--- config.mk ---
export PLATFORM = sky130hd
export DESIGN_NAME = ram_write_arbiter
export DESIGN_NICKNAME = d
export VERILOG_FILES = /design/src/rtl/ram_write_arbiter.sv
export SDC_FILE = /design/constraint.sdc
export NUM_CORES = 1
export LEC_CHECK = 0
export CAP_MARGIN = 10
export CORE_MARGIN = 3
export CORE_UTILIZATION = 42
export CTS_CLUSTER_DIAMETER = 50
export DETAILED_ROUTE_END_ITERATION = 12
export GPL_TIMING_DRIVEN = 1
export HOLD_SLACK_MARGIN = 0.1
export PLACE_DENSITY = 0.83
export SLEW_MARGIN = 30
export SYNTH_ARGS = -nofsm -noshare
export SYNTH_HDL_FRONTEND = slang
export SYNTH_SLANG_ARGS = --single-unit
--- constraint.sdc ---
create_clock -name aclk -period 2.75 [get_ports aclk]
set_input_delay 0.55 -clock aclk [delete_from_list [all_inputs] [get_ports aclk]]
set_output_delay 0.55 -clock aclk [all_outputs]
set_load 0.01 [all_outputs]
--- src/rtl/ram_write_arbiter.sv ---
// ram_write_arbiter
//   Round-robin arbiter that shares the RAM's single stream write port between
//   NUM_REQ byte-write requesters. One requester owns the port per grant. Each
//   accepted beat is packed into {8'h00, addr, 8'h00, data} and held on the
//   master stream until the RAM takes it. A grant ends on the requester's
//   last beat, after MAX_BURST beats, or when the owner drops valid.
//
// Ports
//   aclk, aresetn      clock, synchronous active-low reset
//   req_valid/ready    per-requester handshake (ready is combinational, one-hot or 0)
//   req_addr/req_data  packed bytes, requester i at [8i+7:8i]
//   req_last           last beat of the requester's burst
//   m_axis_*           master stream toward the RAM slave port
//   grant              registered one-hot owner, 0 when idle
//   busy               high while a beat is being offered
//   beat_count         beats accepted by the RAM, wraps at 16 bits
module ram_write_arbiter #(
    parameter int NUM_REQ   = 4,
    parameter int MAX_BURST = 4
) (
    input  logic                 aclk,
    input  logic                 aresetn,
    input  logic [NUM_REQ-1:0]   req_valid,
    input  logic [8*NUM_REQ-1:0] req_addr,
    input  logic [8*NUM_REQ-1:0] req_data,
    input  logic [NUM_REQ-1:0]   req_last,
    output logic [NUM_REQ-1:0]   req_ready,
    output logic [31:0]          m_axis_tdata,
    output logic                 m_axis_tvalid,
    input  logic                 m_axis_tready,
    output logic [NUM_REQ-1:0]   grant,
    output logic                 busy,
    output logic [15:0]          beat_count
);

    localparam int IDXW = (NUM_REQ > 1) ? $clog2(NUM_REQ) : 1;

    typedef enum logic {IDLE, SEND} state_t;

    typedef struct packed {
        logic [7:0] addr;
        logic [7:0] data;
        logic       last;
    } beat_t;

    beat_t [NUM_REQ-1:0] beats;

    for (genvar gi = 0; gi < NUM_REQ; gi++) begin : g_unpack
        assign beats[gi] = {req_addr[8*gi +: 8], req_data[8*gi +: 8], req_last[gi]};
    end

    state_t          state, state_nxt;
    logic [IDXW-1:0] last_grant;
    logic [IDXW-1:0] owner;
    logic [7:0]      burst_cnt;
    logic            last_flag;

    logic            win_found;
    logic [IDXW-1:0] win_idx;
    logic            accept;
    logic            cont;
    logic            take;
    logic [IDXW-1:0] take_idx;

    assign accept = m_axis_tvalid & m_axis_tready;
    assign busy   = (state == SEND);

    // The owner may chain another beat only once the current one is accepted,
    // so a captured beat is never overwritten.
    assign cont = accept & ~last_flag & (burst_cnt < 8'(MAX_BURST)) & req_valid[owner];

    // Rotating priority: scan upward from the slot after the previous owner.
    always_comb begin
        int              idx;
        logic [IDXW-1:0] idx_l;
        win_found = 1'b0;
        win_idx   = last_grant;
        idx       = 0;
        idx_l     = '0;
        for (int k = 1; k <= NUM_REQ; k++) begin
            idx = int'(last_grant) + k;
            if (idx >= NUM_REQ) idx = idx - NUM_REQ;
            idx_l = IDXW'(idx);
            if (!win_found && req_valid[idx_l]) begin
                win_found = 1'b1;
                win_idx   = idx_l;
            end
        end
    end

    always_comb begin
        state_nxt = state;
        req_ready = '0;
        take      = 1'b0;
        take_idx  = owner;
        if (aresetn) begin
            case (state)
                IDLE: begin
                    if (win_found) begin
                        req_ready[win_idx] = 1'b1;
                        take               = 1'b1;
                        take_idx           = win_idx;
                        state_nxt          = SEND;
                    end
                end
                SEND: begin
                    if (cont) begin
                        req_ready[owner] = 1'b1;
                        take             = 1'b1;
                    end else if (accept) begin
                        state_nxt = IDLE;
                    end
                end
                default: state_nxt = IDLE;
            endcase
        end
    end

    always_ff @(posedge aclk) begin
        if (!aresetn) begin
            state         <= IDLE;
            last_grant    <= IDXW'(NUM_REQ - 1);
            owner         <= '0;
            burst_cnt     <= '0;
            last_flag     <= 1'b0;
            m_axis_tdata  <= '0;
            m_axis_tvalid <= 1'b0;
            grant         <= '0;
            beat_count    <= '0;
        end else begin
            state <= state_nxt;
            if (accept) beat_count <= beat_count + 16'd1;
            if (take) begin
                m_axis_tdata  <= {8'h00, beats[take_idx].addr, 8'h00, beats[take_idx].data};
                last_flag     <= beats[take_idx].last;
                m_axis_tvalid <= 1'b1;
                owner         <= take_idx;
                grant         <= {{(NUM_REQ-1){1'b0}}, 1'b1} << take_idx;
                // A fresh grant restarts the burst count.
                burst_cnt     <= (state == IDLE) ? 8'd1 : burst_cnt + 8'd1;
            end else if (accept) begin
                m_axis_tvalid <= 1'b0;
                grant         <= '0;
                last_grant    <= owner;
            end
        end
    end

endmodule

==> results of run 1 <==
-- registers in the layout, indices dropped and copies added (netlist names) --
name           flops
grant              4
m_axis_tvalid      1
last_flag          1
owner              2
beat_count        16
busy               1
m_axis_tdata      16
last_grant         2
burst_cnt          8
-- synthesized netlist by cell type, types with 5 or more instances --
| cell type | count |
|---|---|
| nor2_1 | 18 |
| mux2i_1 | 34 |
| nor2b_1 | 6 |
| a32o_1 | 17 |
| xor2_1 | 7 |
| a21oi_1 | 27 |
| o21ai_0 | 5 |
| nand2_1 | 35 |
| and3_1 | 7 |
| buf_4 | 17 |
| dfxtp_1 | 51 |
| clkbuf_1 | 11 |
| buf_6 | 8 |
| nand3_1 | 6 |
| nand2b_1 | 5 |
-- area by class of cell --
cell class / count / area (sq um)
Clock buffer: 5 / 68.8
Sequential cell: 51 / 1020
Tap cell: 77 / 96.3
Multi-Input combinational cell: 243 / 1670
Timing Repair Buffer: 154 / 1470
Inverter: 3 / 11.3
Fill cell: 547 / 2170
Clock inverter: 3 / 23.8
-- routing by layer --
metal  vias to the layer above  wire length (um)  global-route usage, %
li1                       1409                 -                      -
met1                      1334              3620                   27.2
met2                        92              4120                   32.9
met3                        16               531                   5.25
met4                         0               213                   7.58
met5                         -                 0                      0
-- kinds of logic after synthesis --
logic type | share of synthesized area [%]
adder cells (fa/ha/maj) | 0.862
buffers and inverters | 10.2
XOR/XNOR | 3.32
other | 0.129
AND/OR/NAND/NOR | 18.7
multiplexers | 13.4
flip-flops | 35.2
AO/OA/AOI/OAI | 18.3
-- path summary, 6_finish.rpt --
| path | startpoint | end | slack, ns | depth (start not counted) |
|---|---|---|---|---|
| worst max-delay path | m_axis_tready | req_ready[1] | 0.09 | 7 |
| worst min-delay path | burst_cnt[7] | burst_cnt[7] | 0.49 | 1 |
| worst max register to register | last_grant[0] | m_axis_tdata[7] | 0.65 | 9 |
| worst min register to register | burst_cnt[7] | burst_cnt[7] | 0.49 | 1 |
-- metrics by stage --
stage	power, uW	setup slack (ns)
6_report	2110	0.0860
5_1_grt	2220	0.00875
4_1_cts	2120	0.0567
3_5_place_dp	1660	-0.477
3_3_place_gp	1650	-0.438
2_1_floorplan	1290	0.441
-- power by group --
| part | internal (uW) | switching (uW) | total, uW |
|---|---|---|---|
| clock network | 183 | 279 | 462 |
| registers | 814 | 46.8 | 861 |
| logic | 445 | 344 | 788 |
| total | 1440 | 670 | 2110 |
-- what timing repair did --
item	CTS	global route
pin swaps	1	1
endpoints found under the setup margin	4	2
setup buffers	0	1
gates resized for setup	18	1
==> flow_summary.yaml, run 1 <==
outcome:
  status: "finished, final reports clean"
yosys:
  synth_area_sq_mm: 0.00290
  synth_area_leaders: "dfxtp_1, mux2i_1, a32o_1, a21oi_1, nand2_1"
  synth_top_area_share_pct: 35.2
  synthFlopType: "dfxtp_1"
  yosysWarningCount: 0
  synth_cell_types: 55
  yosys.area.top_type: "dfxtp_1"
  synth_edf_count: 0
  synth_seq_cells: 51
  async_flop_share_pct: 0
  netlist_instances: 321
  synth.avg_cell_area_sq_um: 9.04
  ys_seq_area_share_pct: 35.2
placement:
  dp_cells: 527
  dpl.hpwl_um: 6320
  globalplace.congestion: 0.866
  placed_area_sq_mm: 0.00426
  io_buffers: 116
finish:
  nNetsFinal: 535
  final_common_cell: "clkdlybuf4s50_1"
  layout_common_cells: "clkdlybuf4s50_1, dfxtp_1, nand2_1, buf_4, mux2i_1"
  fin_area_sq_mm: 0.00436
  finish.utilization_pct: 66.8
  n_antenna_cell: 0
  area_growth_pct: 50.3
  drive_above_1_share_pct: 13.5
  stdcell_count: 536
clock_tree:
  clock-sinks: 51
  root_buffer: "clkbuf_8"
  worstSkewPairLatency_ns: 0.32
  cts_buffers: 5
  clk_pin_slew_ns: 0.09
  h-tree-depth: 2
  cts_hold_buf: 0
  cts_tree: "built"
  cts_max_path_buffers: 2
route:
  ant_nets: 0
  drc: 0
  drt_iter0_drc: 117
  via_count: 2851
  avgViaCountPerCell: 5.32
  dr.pass1.iters: 4
  wl_um: 8490
  post_drt_wl_per_cell_um: 15.8
global_route:
  grt_pass1_wl_um: 12900
  first_global_vias: 2693
  antenna_found_initial: 0
  gr-total-overflow: 0
  track_usage_pct: 20.7
  grt_max_degree: 39
die:
  die_area_sq_mm: 0.00795
  die_h_um: 89.1
  rows: 29
  chipWidth_um: 89.1
  coreArea_sq_mm: 0.00653
  initial_core_util_pct: 44.4
  io_pins: 133
critical_path:
  path_buf_inv: 3
  slowest_stage: "clkdlybuf4s50_1"
  cp-start-kind: "input port"
  max_stage_delay_ns: 0.48
  worstPathCellList: "clkdlybuf4s50_1 > and2_1 > and4_4 > buf_4 > nand3b_1 > a21oi_1 > clkdlybuf4s15_1"
  cp.arrival_ns: 2.11
  critPathRequiredTime_ns: 2.20
  path_delay_family: "buffers and inverters"
  cp_max_fo: 5
  crit_path_end_kind: "primary output"
  critPathKind: "in -> out"
power_and_ir_drop:
  ir_drop_v: 0.000310
  p_leak_uw: 0.00188
  powerDensity_mw_per_mm2: 484
timing:
  setup_violations: 0
  period_share_pct: 96.9
  fmax_mhz: 375
  rsz0062_at_grt: "no"
  skew_ns: 0.0112
  tns_ns: 0
  slew_violations: 0
  finalHoldViolCount: 0
  holdWs_ns: 0.491
  period_minus_slack_ns: 2.66
worst_hold_path:
  hold_path_class: "reg -> reg"
run:
  cap_violations: 0
Note: power is estimated with default switching activity, not from simulation.
==> inputs of run 2 (changes only) <==
TNS_END_PERCENT = 100   (was unset)
==> results of run 2 <==
No change in the layout: final DEF, timing and power equal those of run 1.
==> inputs of run 3 (changes only) <==
SKIP_LAST_GASP = 1   (was unset)
==> results of run 3 <==
No change in the layout: final DEF, timing and power equal those of run 1.
